$ cat config.mk
export PLATFORM = sky130hd
export DESIGN_NAME = uart_rx
export DESIGN_NICKNAME = d
export VERILOG_FILES = /design/src/rtl/uart_rx.sv
export SDC_FILE = /design/constraint.sdc
export NUM_CORES = 1
export LEC_CHECK = 0
export CAP_MARGIN = 20
export CORE_MARGIN = 3
export CORE_UTILIZATION = 47
export CTS_CLUSTER_SIZE = 40
export DETAILED_ROUTE_END_ITERATION = 16
export PLACE_DENSITY_LB_ADDON = 0.15
export REMOVE_ABC_BUFFERS = 1
export SKIP_LAST_GASP = 1
export SLEW_MARGIN = 10
export SYNTH_ARGS = -nofsm -noshare
export SYNTH_HDL_FRONTEND = slang
export SYNTH_SLANG_ARGS = --single-unit
$ cat constraint.sdc
create_clock -name clk -period 2.5 [get_ports clk]
set_input_delay 0.625 -clock clk [delete_from_list [all_inputs] [get_ports clk]]
set_output_delay 0.625 -clock clk [all_outputs]
set_load 0.01 [all_outputs]
$ cat src/rtl/uart_rx.sv
// uart_rx
// UART receive stage. Oversamples the asynchronous rx_bit line at 16x the
// baud rate, recovers 8N1 frames (start, 8 data LSB first, stop) and pushes
// each good byte toward the RX FIFO.
//
// Ports:
//   clk           system clock, all logic on posedge
//   reset         synchronous active-high reset
//   rx_bit        asynchronous serial input, idles high
//   freq_divider  oversample divider: one tick per freq_divider+1 clk cycles
//   rx_fifo_full  RX FIFO full flag, looked at only in the stop-bit decision
//   rx_data       last received byte, valid with rx_push and held afterwards
//   rx_push       one-cycle push strobe to the RX FIFO
//   frame_error   one-cycle strobe: stop bit sampled low
//   overrun       one-cycle strobe: good byte dropped because FIFO full
//   rx_busy       high whenever the receiver is not idle
module uart_rx (
  input  logic       clk,
  input  logic       reset,
  input  logic       rx_bit,
  input  logic [7:0] freq_divider,
  input  logic       rx_fifo_full,
  output logic [7:0] rx_data,
  output logic       rx_push,
  output logic       frame_error,
  output logic       overrun,
  output logic       rx_busy
);

  typedef enum logic [2:0] {
    S_IDLE,
    S_START,
    S_DATA,
    S_STOP,
    S_BREAK
  } state_e;

  state_e     state_q, state_d;
  logic       sync1_q, sync2_q;
  logic [7:0] tick_cnt_q, tick_cnt_d;
  logic [3:0] sub_cnt_q, sub_cnt_d;
  logic [2:0] bit_idx_q, bit_idx_d;
  logic [7:0] shift_q, shift_d;
  logic [1:0] smp_q, smp_d;        // [1] sample at sub_cnt 7, [0] at 8
  logic [7:0] rx_data_q, rx_data_d;
  logic       push_q, push_d;
  logic       fe_q, fe_d;
  logic       ov_q, ov_d;
  logic       tick;
  logic       maj;
  logic       rx_sync;

  assign rx_sync = sync2_q;

  always_comb begin
    // >= rather than == so a divider lowered mid-frame applies immediately
    tick       = (tick_cnt_q >= freq_divider);
    tick_cnt_d = tick ? '0 : tick_cnt_q + 8'd1;

    // Majority of the samples at 7 and 8 plus the live sample at 9
    maj = (smp_q[1] & smp_q[0]) | (smp_q[1] & rx_sync) | (smp_q[0] & rx_sync);

    state_d   = state_q;
    sub_cnt_d = sub_cnt_q;
    bit_idx_d = bit_idx_q;
    shift_d   = shift_q;
    smp_d     = smp_q;
    rx_data_d = rx_data_q;
    push_d    = 1'b0;
    fe_d      = 1'b0;
    ov_d      = 1'b0;

    if (tick) begin
      sub_cnt_d = sub_cnt_q + 4'd1;
      if (sub_cnt_q == 4'd7) smp_d[1] = rx_sync;
      if (sub_cnt_q == 4'd8) smp_d[0] = rx_sync;

      unique case (state_q)
        S_IDLE: begin
          if (!rx_sync) begin
            sub_cnt_d = '0;
            state_d   = S_START;
          end
        end
        S_START: begin
          if (sub_cnt_q == 4'd9 && maj) begin
            state_d = S_IDLE;       // glitch, not a start bit
          end else if (sub_cnt_q == 4'd15) begin
            bit_idx_d = '0;
            state_d   = S_DATA;
          end
        end
        S_DATA: begin
          if (sub_cnt_q == 4'd9) shift_d[bit_idx_q] = maj;
          if (sub_cnt_q == 4'd15) begin
            if (bit_idx_q == 3'd7) state_d = S_STOP;
            else                   bit_idx_d = bit_idx_q + 3'd1;
          end
        end
        S_STOP: begin
          // Deciding at mid stop bit leaves half a bit of baud-mismatch slack
          if (sub_cnt_q == 4'd9) begin
            if (maj) begin
              if (rx_fifo_full) begin
                ov_d = 1'b1;
              end else begin
                rx_data_d = shift_q;
                push_d    = 1'b1;
              end
              state_d = S_IDLE;
            end else begin
              fe_d    = 1'b1;
              state_d = S_BREAK;
            end
          end
        end
        S_BREAK: begin
          // Held-low line: wait for idle so no phantom frames follow
          if (rx_sync) state_d = S_IDLE;
        end
        default: state_d = S_IDLE;
      endcase
    end
  end

  always_ff @(posedge clk) begin
    if (reset) begin
      sync1_q    <= 1'b1;
      sync2_q    <= 1'b1;
      tick_cnt_q <= '0;
      state_q    <= S_IDLE;
      sub_cnt_q  <= '0;
      bit_idx_q  <= '0;
      shift_q    <= '0;
      smp_q      <= '1;
      rx_data_q  <= '0;
      push_q     <= 1'b0;
      fe_q       <= 1'b0;
      ov_q       <= 1'b0;
    end else begin
      sync1_q    <= rx_bit;
      sync2_q    <= sync1_q;
      tick_cnt_q <= tick_cnt_d;
      state_q    <= state_d;
      sub_cnt_q  <= sub_cnt_d;
      bit_idx_q  <= bit_idx_d;
      shift_q    <= shift_d;
      smp_q      <= smp_d;
      rx_data_q  <= rx_data_d;
      push_q     <= push_d;
      fe_q       <= fe_d;
      ov_q       <= ov_d;
    end
  end

  assign rx_data     = rx_data_q;
  assign rx_push     = push_q;
  assign frame_error = fe_q;
  assign overrun     = ov_q;
  assign rx_busy     = (state_q != S_IDLE);

endmodule

Word-level counts from Yosys, hierarchy flattened
Index checks and enable logic that the tools add are counted.
{ "totals": {"regBits": 41, "in_bits": 12, "wordCells": 83} }
{ "op_classes": {"n_addsub": 3, "n_lt_le_gt_ge": 3, "n_eq_ne": 18, "mux": 22, "bitwise_logic": 10, "reduce_logical": 14} }
{ "op_table": {"columns": ["cell", "count"], "rows": [
  ["3-bit two-way mux", 12],
  ["2-bit != test (second input constant)", 8],
  ["3-bit one-hot mux with 5 select lines", 1],
  ["4-bit equality test (second input constant)", 3],
  ["8-bit by 1-bit adder with 8-bit output (second input constant)", 1],
  ["8-bit bitwise mux", 1],
  ["8-bit >= comparator", 1],
  ["4-bit two-way mux", 2],
  ["7-bit AND reduction", 1],
  ["3-bit by 2-bit equality test with 1-bit output (second input constant)", 2],
  ["3-bit equality test (second input constant)", 2],
  ["3-bit one-hot mux with 2 select lines", 1],
  ["6-bit AND reduction", 1],
  ["1-bit inverter", 5],
  ["5-bit AND reduction", 1],
  ["5-bit OR reduction", 1],
  ["4-bit by 1-bit adder with 4-bit output (second input constant)", 1],
  ["4-bit by 3-bit equality test with 1-bit output (second input constant)", 1],
  ["3-bit by 4-bit < comparator with 1-bit output (second input constant)", 1],
  ["1-bit two-way mux", 4],
  ["2-bit AND reduction", 2],
  ["4-bit OR reduction", 1],
  ["3-bit by 1-bit adder with 3-bit output (second input constant)", 1],
  ["1-bit AND", 3],
  ["11 further kinds", 13]
]} }

Depth between registers and ports, before layout
{ "depth": {"ltp_word": 6, "ltp_mapped": 8, "ltp_nobuf": 7} }

Least setup slack after synthesis
OpenSTA, ideal clock, no wires.
{ "synth_path": {"path_kind": "input to register", "start": "input freq_divider[0]", "end": "register state_q[1]", "arrival_time_ns": 2.193, "required_ns": 2.378, "path_slack_ns": 0.185, "path_stages": 6, "path_cell_list": "ha_1 nand2b_1 a2111oi_0 o31ai_1 buf_2 a221o_1"} }
{ "synth_between": {"elab_chain_len": 2} }
{ "synth_rtl": {"columns": ["element", "line", "text"], "rows": [
  ["start, declared", "21", "input logic [7:0] freq_divider,"],
  ["8-bit >= comparator", "57", "tick = (tick_cnt_q >= freq_divider);"],
  ["7-bit AND reduction (no line)", null, null],
  ["end signal, assigned", "144", "state_q <= state_d;"],
  ["end, declared", "38", "state_e state_q, state_d;"]
]} }
No other way between the ends.
A chain may end at the register's enable or synchronous reset.

Worst setup path in the final report
{ "layout_path": {"start": "input freq_divider[5]", "end": "register bit_idx_q[0]"} }
{ "layout_between": {"elab_chain_len": 2} }
{ "layout_rtl": {"columns": ["element", "line", "text"], "rows": [
  ["8-bit >= comparator", "57", null],
  ["6-bit AND reduction (no line)", null, null],
  ["end signal, assigned", "146", "bit_idx_q <= bit_idx_d;"],
  ["end, declared", "42", "logic [2:0] bit_idx_q, bit_idx_d;"]
]} }
No other way between the ends.

==> results_dict.tcl <==
set metrics [dict create \
    cts_made_buffers 5 \
    crit_family "buffers and inverters" \
    finalCritPeriodShare_pct 98.3 \
    p_total_mw 1.31 \
    die_width_um 72.7 \
    status "finished clean" \
    p_leak_nw 1.12 \
    n_antenna_cell 0 \
    maxSlewViolCount 0 \
    power_switching_mw 0.296 \
    ys_seq_elements 41 \
    crit_slowest_cell "or4_1" \
    setup_slack_ps 41.6 \
    drt-total-wl_um 4350 \
    gp_congestion 0.870 \
    cts_sinks 41 \
    synth_area_leaders "dfxtp_1, ha_1, mux2i_1, nand2b_1, nor2_1" \
    fin_nets 291 \
    dr.first_iter.drc_count 57 \
    power_frac_seq_pct 50.8 \
    cts_tree "yes" \
    arrival_ps 2690 \
    final.setup_skew_ps 6.51 \
    initial_core_util_pct 50.5 \
    yosysTopAreaCellShare_pct 39.2 \
    crit_buf_inv 3 \
    netlist_area_um2 2090 \
    cts-htree-levels 2 \
    die_area_um2 5290 \
    viasPerCell 5.45 \
    holdBufCountCts 0 \
    root_buffer "clkbuf_8" \
    worstMarginPinSlew_ps 465 \
    yosysSeqAreaShare_pct 39.2 \
    power_density_nw_per_um2 487 \
    clkPwrFrac_pct 41.5 \
    path_class "in -> reg" \
    synthCells 232 \
    ctsLongestPathBuffers 2 \
    grt_pass1_wl_um 7380 \
    drc_errors 0 \
    fp.dieH_um 72.7 \
    clk_pin_slew_ps 90 \
    dp_hpwl_um 3050 \
    finalSetupViolCount 0 \
    track_usage_pct 17.8 \
    worst_setup_path_start_kind "primary input" \
    slew_headroom_pct 68.5 \
    gr-total-overflow 0 \
    grt_pass1_vias 1609 \
    syn_to_final_growth_pct 28.2 \
    hold_path.class "reg -> reg" \
    via_count 1723 \
    wl_per_cell_um 13.8 \
    hold_viol_final 0 \
    netlist.top_cell.by_area "dfxtp_1" \
    final_antenna_net_count 0 \
    antenna_found_initial 0 \
    grt_max_degree 17 \
    p_int_mw 1.01 \
    syn_avg_cell_area_um2 9.02 \
    cap_violations 0 \
    crit_chain "clkdlybuf4s50_1 -> inv_1 -> ha_4 -> nand4_1 -> o31a_1 -> buf_6 -> or4_1 -> a21oi_1" \
    async_reset_ff_share_pct 0 \
    p_sw_share_pct 22.6 \
    yosysMostFrequentCell "dfxtp_1" \
    row_count 23 \
    yosys_warnings 0 \
    place_ws_ps -424 \
    slowest_delay_ps 500 \
    coreArea_um2 4140 \
    combPwrFrac_pct 7.7 \
    crit_required_ps 2740 \
    clk_latency_ps 300 \
    layout-drive-gt1-share_pct 16.9 \
    io_pins 24 \
    firstDrtPassIters 4 \
    ys_top_cells_by_count "dfxtp_1, nand2b_1, nor2_1" \
    portBuffers 23 \
    cp_max_fo 6 \
    yosys_most_used_dff "dfxtp_1" \
    vdd_drop_max_mv 0.300 \
    synth_edf_count 0 \
    hold-worst-slack_ps 413 \
    finalCriticalPeriod_ps 2460 \
    fmax_ghz 0.407 \
    end_kind "register" \
    netlist-cell-type-count 45 \
]
-- registers in the layout (all words and copies together), names as in the netlist --
register / count
bit_idx_q: 3
frame_error: 1
overrun: 1
rx_data: 8
rx_push: 1
rx_sync: 1
shift_q: 8
smp_q: 2
state_q: 3
sub_cnt_q: 4
sync1_q: 1
tick_cnt_q: 8
-- logic make-up (layout without fill, tap and decap cells) --
group / count (synthesis) / in the layout / synth area share [%]
DFF: 41 / 41 / 39.2
buffers and inverters: 25 / 59 / 4.78
AOI/OAI and AO/OA: 27 / 27 / 8.31
xor gates and xnor gates: 7 / 7 / 2.93
adders and majority gates: 15 / 15 / 8.91
and+or+nand+nor: 98 / 98 / 26.6
muxes: 19 / 19 / 9.21
-- power by group through the flow --
stage / sequential, mW / clock, mW / combinational (mW)
after floorplan: 0.679 / 0 / 0.0372
after global placement: 0.680 / 0 / 0.0816
after detailed placement: 0.680 / 0 / 0.0829
after CTS: 0.665 / 0.559 / 0.0845
after global routing: 0.666 / 0.581 / 0.112
final: 0.665 / 0.542 / 0.100
-- path summary, 6_finish.rpt --
check	from	endpoint	slack, ps	cells past startpoint
worst max-delay path	freq_divider[5]	bit_idx_q[0]$_SDFFE_PP0P_	40	8
worst min-delay path	sync1_q$_SDFF_PP1_	rx_sync$_SDFF_PP1_	410	1
worst max register to register	tick_cnt_q[2]$_SDFF_PP0_	bit_idx_q[0]$_SDFFE_PP0P_	410	7
worst min register to register	sync1_q$_SDFF_PP1_	rx_sync$_SDFF_PP1_	410	1
-- repair_timing --
action / CTS / global route
endpoints found under the setup margin: 10 / 39
buffers inserted: 1 / 0
pin swaps: 4 / 14
gates cloned: 1 / 1
resized for setup: 4 / 24
-- layout make-up --
class	count	area, um2
multi-input combinational	166	1280
fill	374	1460
timing repair buffer	37	352
sequential	41	821
tap	50	62.6
inverter	14	52.6
clock buffer	5	68.8
clock inverter	3	46.3
-- per-layer routing --
| layer | global-route usage, % | vias to the layer above | routed length [um] |
|---|---|---|---|
| li1 | - | 884 | - |
| met1 | 23.7 | 785 | 2060 |
| met5 | 0 | - | 0 |
| met4 | 5.53 | 0 | 57 |
| met2 | 28.4 | 48 | 2020 |
| met3 | 4.27 | 6 | 217 |
-- layout by cell type, fill, tap and decap left out, types with 3 or more instances in the layout --
master / count
a21oi_1: 6
ha_4: 3
nor2b_1: 5
dlymetal6s2s_1: 3
xnor2_1: 3
o21ai_0: 5
buf_6: 3
nand4_1: 4
clkdlybuf4s50_1: 20
or4_1: 3
nand2_1: 8
mux2i_1: 17
xor2_1: 4
dfxtp_1: 41
nand2b_1: 17
nor3_1: 6
inv_1: 13
nor2_1: 17
or2_2: 3
ha_1: 11
buf_4: 10
clkbuf_8: 5
a21oi_2: 3
nand3_1: 12
-- per-stage QoR --
| step | util (%) | TNS (ps) | cells | instance area, um2 |
|---|---|---|---|---|
| 6_report | 64.7 | 0 | 316 | 2680 |
| 5_1_grt | 64.7 | -17.9 | 316 | 2680 |
| 4_1_cts | 62.0 | -496 | 316 | 2570 |
| 3_5_place_dp | 58.6 | -10030 | 306 | 2430 |
| 3_3_place_gp | 58.6 | -9110 | 306 | 2430 |
| 2_1_floorplan | - | -754 | 221 | 2040 |
Power figures use the tool's default switching activity.
